[src/rtl/spi_xfer_ctrl.sv]
// Command/response sequencer for the SPI master/slave core pair: loads both
// shift registers, starts the exchange, waits out the bit time, returns both bytes.
module spi_xfer_ctrl #(
  parameter int XFER_CYCLES = 16,
  parameter int CNT_W       = 16
) (
  input  logic             mclk,
  input  logic             reset,
  input  logic             cmd_valid,
  output logic             cmd_ready,
  input  logic [7:0]       cmd_master_byte,
  input  logic [7:0]       cmd_slave_byte,
  output logic             rsp_valid,
  input  logic             rsp_ready,
  output logic [7:0]       rsp_master_byte,
  output logic [7:0]       rsp_slave_byte,
  output logic             busy,
  output logic [CNT_W-1:0] xfer_count,
  output logic             load_master,
  output logic             load_slave,
  output logic             start,
  output logic             read_master,
  output logic             read_slave,
  output logic [7:0]       data_in_master,
  output logic [7:0]       data_in_slave,
  input  logic [7:0]       data_out_master,
  input  logic [7:0]       data_out_slave
);

  typedef enum logic [2:0] {
    IDLE, LOAD, START, WAIT, READ, CAP, RESP
  } state_e;

  localparam logic [7:0]       WAIT_INIT = 8'(XFER_CYCLES - 1);
  localparam logic [7:0]       WAIT_ONE  = 8'd1;
  localparam logic [CNT_W-1:0] CNT_ONE   = 1;

  state_e           state_q, state_d;
  logic [7:0]       waitCnt_q, waitCnt_d;
  logic [7:0]       dataInM_q, dataInM_d;
  logic [7:0]       dataInS_q, dataInS_d;
  logic [7:0]       rspM_q, rspM_d;
  logic [7:0]       rspS_q, rspS_d;
  logic [CNT_W-1:0] xferCnt_q, xferCnt_d;
  logic             cmdReady_q, cmdReady_d;
  logic             rspValid_q, rspValid_d;
  logic             busy_q, busy_d;
  logic             load_q, load_d;
  logic             start_q, start_d;
  logic             read_q, read_d;

  always_comb begin
    state_d   = state_q;
    waitCnt_d = waitCnt_q;
    dataInM_d = dataInM_q;
    dataInS_d = dataInS_q;
    rspM_d    = rspM_q;
    rspS_d    = rspS_q;
    xferCnt_d = xferCnt_q;

    case (state_q)
      IDLE: begin
        if (cmd_valid && cmdReady_q) begin
          dataInM_d = cmd_master_byte;
          dataInS_d = cmd_slave_byte;
          state_d   = LOAD;
        end
      end
      LOAD:  state_d = START;
      START: begin
        waitCnt_d = WAIT_INIT;
        state_d   = WAIT;
      end
      WAIT: begin
        if (waitCnt_q == 8'd0) state_d = READ;
        else                   waitCnt_d = waitCnt_q - WAIT_ONE;
      end
      READ:  state_d = CAP;
      CAP: begin
        rspM_d  = data_out_master;
        rspS_d  = data_out_slave;
        state_d = RESP;
      end
      RESP: begin
        if (rsp_ready) begin
          xferCnt_d = xferCnt_q + CNT_ONE;
          state_d   = IDLE;
        end
      end
      default: state_d = IDLE;
    endcase

    // Outputs are decoded from the next state so they register in step with it.
    cmdReady_d = (state_d == IDLE);
    rspValid_d = (state_d == RESP);
    busy_d     = (state_d != IDLE);
    load_d     = (state_d == LOAD);
    start_d    = (state_d == START);
    read_d     = (state_d == READ);
  end

  always_ff @(posedge mclk) begin
    if (reset) begin
      state_q    <= IDLE;
      waitCnt_q  <= '0;
      dataInM_q  <= '0;
      dataInS_q  <= '0;
      rspM_q     <= '0;
      rspS_q     <= '0;
      xferCnt_q  <= '0;
      cmdReady_q <= 1'b1;
      rspValid_q <= 1'b0;
      busy_q     <= 1'b0;
      load_q     <= 1'b0;
      start_q    <= 1'b0;
      read_q     <= 1'b0;
    end else begin
      state_q    <= state_d;
      waitCnt_q  <= waitCnt_d;
      dataInM_q  <= dataInM_d;
      dataInS_q  <= dataInS_d;
      rspM_q     <= rspM_d;
      rspS_q     <= rspS_d;
      xferCnt_q  <= xferCnt_d;
      cmdReady_q <= cmdReady_d;
      rspValid_q <= rspValid_d;
      busy_q     <= busy_d;
      load_q     <= load_d;
      start_q    <= start_d;
      read_q     <= read_d;
    end
  end

  assign cmd_ready       = cmdReady_q;
  assign rsp_valid       = rspValid_q;
  assign rsp_master_byte = rspM_q;
  assign rsp_slave_byte  = rspS_q;
  assign busy            = busy_q;
  assign xfer_count      = xferCnt_q;
  assign load_master     = load_q;
  assign load_slave      = load_q;
  assign start           = start_q;
  assign read_master     = read_q;
  assign read_slave      = read_q;
  assign data_in_master  = dataInM_q;
  assign data_in_slave   = dataInS_q;

endmodule

[config.mk]
export PLATFORM = sky130hd
export DESIGN_NAME = spi_xfer_ctrl
export DESIGN_NICKNAME = d
export VERILOG_FILES = /design/src/rtl/spi_xfer_ctrl.sv
export SDC_FILE = /design/constraint.sdc
export NUM_CORES = 1
export LEC_CHECK = 0
export CAP_MARGIN = 0
export CORE_ASPECT_RATIO = 0.6
export CORE_MARGIN = 2
export CORE_UTILIZATION = 40
export CTS_CLUSTER_DIAMETER = 80
export DETAILED_ROUTE_END_ITERATION = 7
export GPL_ROUTABILITY_DRIVEN = 0
export GPL_TIMING_DRIVEN = 0
export PLACE_DENSITY_LB_ADDON = 0.05
export SLEW_MARGIN = 20
export SYNTH_ARGS = -nofsm -noshare
export SYNTH_HDL_FRONTEND = slang
export SYNTH_SLANG_ARGS = --single-unit
[constraint.sdc]
create_clock -name mclk -period 1.6 [get_ports mclk]
set_clock_uncertainty 0.05 [all_clocks]
set_input_delay 0.4 -clock mclk [delete_from_list [all_inputs] [get_ports mclk]]
set_output_delay 0.4 -clock mclk [all_outputs]
set_load 0.01 [all_outputs]
[Yosys cells after proc, flatten, opt, wreduce, memory -nomap -nowiden]
Index checks and enable logic that the tools add are counted.
Word-level totals
  flip-flop bits (word level): 65
  input bits: 36
  word-level logic and storage cells: 41
Operators by class
  equal/unequal tests: 11
  reductions and logical operators: 9
  multiplexer cells: 6
  add/sub/neg operators: 2
Operators with widths (number)
  3-bit case mux with 7 select lines: 1
  16-bit by 1-bit adder with 16-bit output (second input constant): 1
  8-bit case mux with 2 select lines: 1
  3-bit equality test (second input constant): 5
  3-bit by 2-bit equality test with 1-bit output (second input constant): 3
  3-bit 2-to-1 mux: 3
  8-bit logical NOT: 1
  8-bit 2-to-1 mux: 1
  8-bit by 1-bit subtractor with 8-bit output (second input constant): 1
  3-bit by 1-bit equality test with 1-bit output (second input constant): 2
  3-bit logical NOT: 2
  2-bit AND reduction: 3
  3-bit nonzero test: 1
  2-bit inequality test (second input constant): 1
  2-bit nonzero test: 1
  1-bit logical AND: 1

[Logic depth before layout (Yosys ltp)]
  depth in word-level cells: 4
  depth in mapped cells: 7

[Least setup slack after synthesis]
OpenSTA, ideal clock, no wires.
  path type: reg-to-reg
  from: register xferCnt_q[3], in the netlist xfer_count[3]
  to: register xferCnt_q[15], in the netlist xfer_count[15]
  cell stages (with the launch flop): 5
  clock period less this slack: 1.779 ns
  data required time: 1.480 ns
  path buffers: 0
  setup slack: -0.179 ns
  setup time: 0.070 ns
  arrival time: 1.658 ns
  path through: dfxtp_1 -> nand3_2 -> or4_1 -> or4_1 -> a21oi_1
On the way
  word-level cells in the longest chain between the ends: 1
RTL lines
  start, declared: RTL line 44  | logic [CNT_W-1:0] xferCnt_q, xferCnt_d;
  start signal, assigned: RTL line 124  | xferCnt_q <= xferCnt_d;
  16-bit by 1-bit adder with 16-bit output: RTL line 86  | xferCnt_d = xferCnt_q + CNT_ONE;
No other way between the ends.
A chain may end at the register's enable or synchronous reset.

[Worst setup path in the final report]
Ends and elaborated chain as after synthesis.

==> impl_metrics.json <==
{
  "gr-total-overflow": 0,
  "firstDrtPassIters": 4,
  "grt-busiest-layer": "met2",
  "cts_num_sinks": 65,
  "synth.top_cell.area_share_pct": 49.5,
  "hold_path_end": "rsp_slave_byte[5]",
  "die_h_um": 66.8,
  "powerDensity_nw_per_um2": 1200,
  "critPathSlowestCell": "or4_4",
  "p_total_w": 0.00493,
  "synth_top_family_by_area": "simple AND/OR/NAND/NOR gates",
  "yosysSeqAreaShare_pct": 49.5,
  "dp_hpwl_um": 5200,
  "synth_compound_area_share_pct": 13.4,
  "nets": 469,
  "syn_area_per_cell_sq_um": 8.30,
  "n_antenna_cell": 0,
  "hold_violations": 0,
  "start_kind": "flip-flop",
  "vias_per_cell": 4.97,
  "clk_latency_ns": 0.34,
  "ir_drop_uv": 1330,
  "grt_start_max_net_pins": 17,
  "syn_area_sq_um": 2630,
  "outcome": "complete, but fails checks",
  "start_util_pct": 42.3,
  "arrival_ns": 1.87,
  "holdPathStages": 2,
  "crit_type": "flip-flop to flip-flop",
  "relSlewSlack_pct": 66.8,
  "drive_gt1_share_pct": 20.2,
  "num_rows": 22,
  "grt_pass1_wl_um": 11500,
  "synth_fa_ha_area_share_pct": 0.951,
  "layout_worst_path_cycle_share_pct": 103,
  "r2r_slack_ns": -0.05,
  "asyncSetResetFlopFracSynth_pct": 0,
  "dp.cells": 491,
  "design.core.area_sq_um": 6220,
  "maxCapViolations": 0,
  "r2r_start": "xfer_count[3]",
  "worst_slack_ns": -0.0466,
  "avgRoutedWirePerCell_um": 14.3,
  "path_max_fanout": 4,
  "fmax_mhz": 607,
  "cts.reportedPaths.clkPinSlew_ns": 0.08,
  "synthXorXnorAreaFrac_pct": 4.00,
  "first_global_vias": 2389,
  "period_minus_slack_ns": 1.65,
  "final_max_slew_viol_count": 0,
  "track_usage_pct": 21.0,
  "synth_nets": 355,
  "cts_tree": "built",
  "rr_worst_depth": 4,
  "final_cells": 519,
  "use_met2_pct": 31.5,
  "cts_hold_buf": 0,
  "synth_edf_count": 0,
  "grt_antenna_before_repair": 0,
  "numPortBuffers": 90,
  "io_pins": 92,
  "area_growth_pct": 56.7,
  "drc": 0,
  "grt_setup_unrepaired": "true",
  "yosys.area_share.simple_pct": 27.1,
  "route.vias.total": 2578,
  "tightest_slew_ns": 0.498,
  "synth-seq-cells": 65,
  "grtUsageMet3_pct": 8.81,
  "r2r_end": "xfer_count[15]",
  "drt_iter0_drc": 92,
  "tns_ns": -0.0466,
  "met1_usage_pct": 28.0,
  "synth_area_leaders": "dfxtp_1 49%, nand2_1 11%, a21oi_1 8.8%",
  "path_cells": "nand3_4, or4_4, or4_1, a21oi_1",
  "min_from": "rsp_slave_byte[5]",
  "yosys_warnings": 0,
  "die_x_um": 109,
  "max_stage_delay_ns": 0.53,
  "p_leak_nw": 1.74,
  "place_ws_ns": -0.641,
  "finalWirelength_um": 7410,
  "ys.flop_type": "dfxtp_1",
  "htreeDepth": 3,
  "synthCells": 317,
  "muxShareOfSynthArea_pct": 0.761,
  "cts_root_buffer": "clkbuf_8",
  "cts_buffers": 9,
  "ys_types": 43,
  "yosysTopAreaCell": "dfxtp_1",
  "final_util_pct": 66.2,
  "ant_nets": 0,
  "fill_cells": 567,
  "hold_path_class": "flip-flop to flip-flop",
  "dieArea_sq_um": 7260,
  "cts_max_path_buffers": 2,
  "required_ns": 1.82,
  "endpoint_kind": "flip-flop",
  "finalSetupViolCount": 1,
  "violations": "negative setup slack"
}
-- flip-flops by register name, summed over array words and instances (netlist names), 3 cells and up --
register / cells
data_in_master: 8
data_in_slave: 8
rsp_master_byte: 8
rsp_slave_byte: 8
state_q: 3
waitCnt_q: 8
xfer_count: 16
-- report_power, final --
group	internal, W	switching (W)
logic	0.000684	0.000758
registers	0.00182	0.000198
clock network	0.000872	0.000592
-- through the flow --
stage / area, sq um / hold WS (ns)
2_1_floorplan: 2700 / 0.419
3_3_place_gp: 3710 / 0.392
3_5_place_dp: 3710 / 0.396
4_1_cts: 4030 / 0.402
5_1_grt: 4120 / 0.418
6_report: 4120 / 0.401
-- routing by layer --
metal | up-vias | share of wire (%)
met5 | - | 0
met2 | 61 | 44
met4 | 0 | 0.49
met1 | 1197 | 49
met3 | 4 | 6.7
li1 | 1316 | -
-- logic make-up (layout without fill, tap and decap cells) --
logic type,after synthesis,count (layout)
simple gates,147,147
compound gates,62,62
mux,2,2
xor+xnor,12,12
fa+ha+maj,2,2
buf+inv,27,145
flops,65,65
-- placed cells by master, fill, tap and decap left out, types with 3 or more instances in the layout --
cell type and instances:
nand2_1 74, clkbuf_8 12, a21oi_1 43, clkbuf_2 3
a21oi_2 3, nand4_1 3, o31ai_1 3, clkdlybuf4s50_1 33
nor2b_1 3, buf_4 19, nor4_4 3, dfxtp_4 11
nor4_1 3, dfxtp_2 7, nand3_1 4, nor2_1 21
clkbuf_1 7, dlygate4sd2_1 57, dfxtp_1 47, nor3_1 5
xnor2_1 10, inv_1 7
-- synth_stat cells (2+ instances only) --
| master | count |
|---|---|
| or2_2 | 2 |
| xor2_1 | 2 |
| a211oi_1 | 2 |
| nor2_1 | 23 |
| or4_1 | 4 |
| xnor2_1 | 10 |
| o21ai_0 | 2 |
| nand2_1 | 75 |
| dfxtp_1 | 65 |
| nor3_1 | 6 |
| nand3_1 | 6 |
| clkbuf_1 | 14 |
| nand2b_1 | 2 |
| a21oi_1 | 46 |
| nor3b_1 | 4 |
| nor4_1 | 6 |
| mux2i_1 | 2 |
| buf_2 | 4 |
| nor2b_1 | 3 |
| and4b_1 | 2 |
| o31ai_1 | 3 |
| buf_4 | 2 |
| nand4_1 | 3 |
| a31oi_1 | 2 |
| a41o_1 | 2 |
| ha_1 | 2 |
| inv_1 | 7 |
-- how the worst max path moves through the flow --
stage	from	endpoint	depth (start not counted)
after floorplan	xfer_count[3]	xfer_count[15]	4
after global placement	rsp_ready	xfer_count[15]	5
after detailed placement	rsp_ready	xfer_count[15]	5
after CTS	xfer_count[6]	xfer_count[15]	5
after global routing	xfer_count[2]	xfer_count[15]	4
final	xfer_count[3]	xfer_count[15]	4
-- final cells by class --
type                    instances  area (sq um)  area share, %
well taps                      84           105           2.55
repair buffers                106           950           23.0
multi-input cells             225          1370           33.3
flip-flops and latches         65          1350           32.8
inverters                       7          26.3          0.638
plain buffers                  17          96.3           2.34
clock buffers                  15           219           5.31
-- critical path: cells and delay by family, from the launching register on --
kind,cells,cell delay (ns)
AO/OA/AOI/OAI,1,0.13
AND/OR/NAND/NOR,3,1.03
flip-flops,1,0.38
-- repair_timing --
item,in CTS,in global routing
setup endpoints to repair,98,35
setup buffers,14,3
cloned,0,0
resized for setup,81,28
pin swaps,7,10
(Power assumes the default switching activity.)
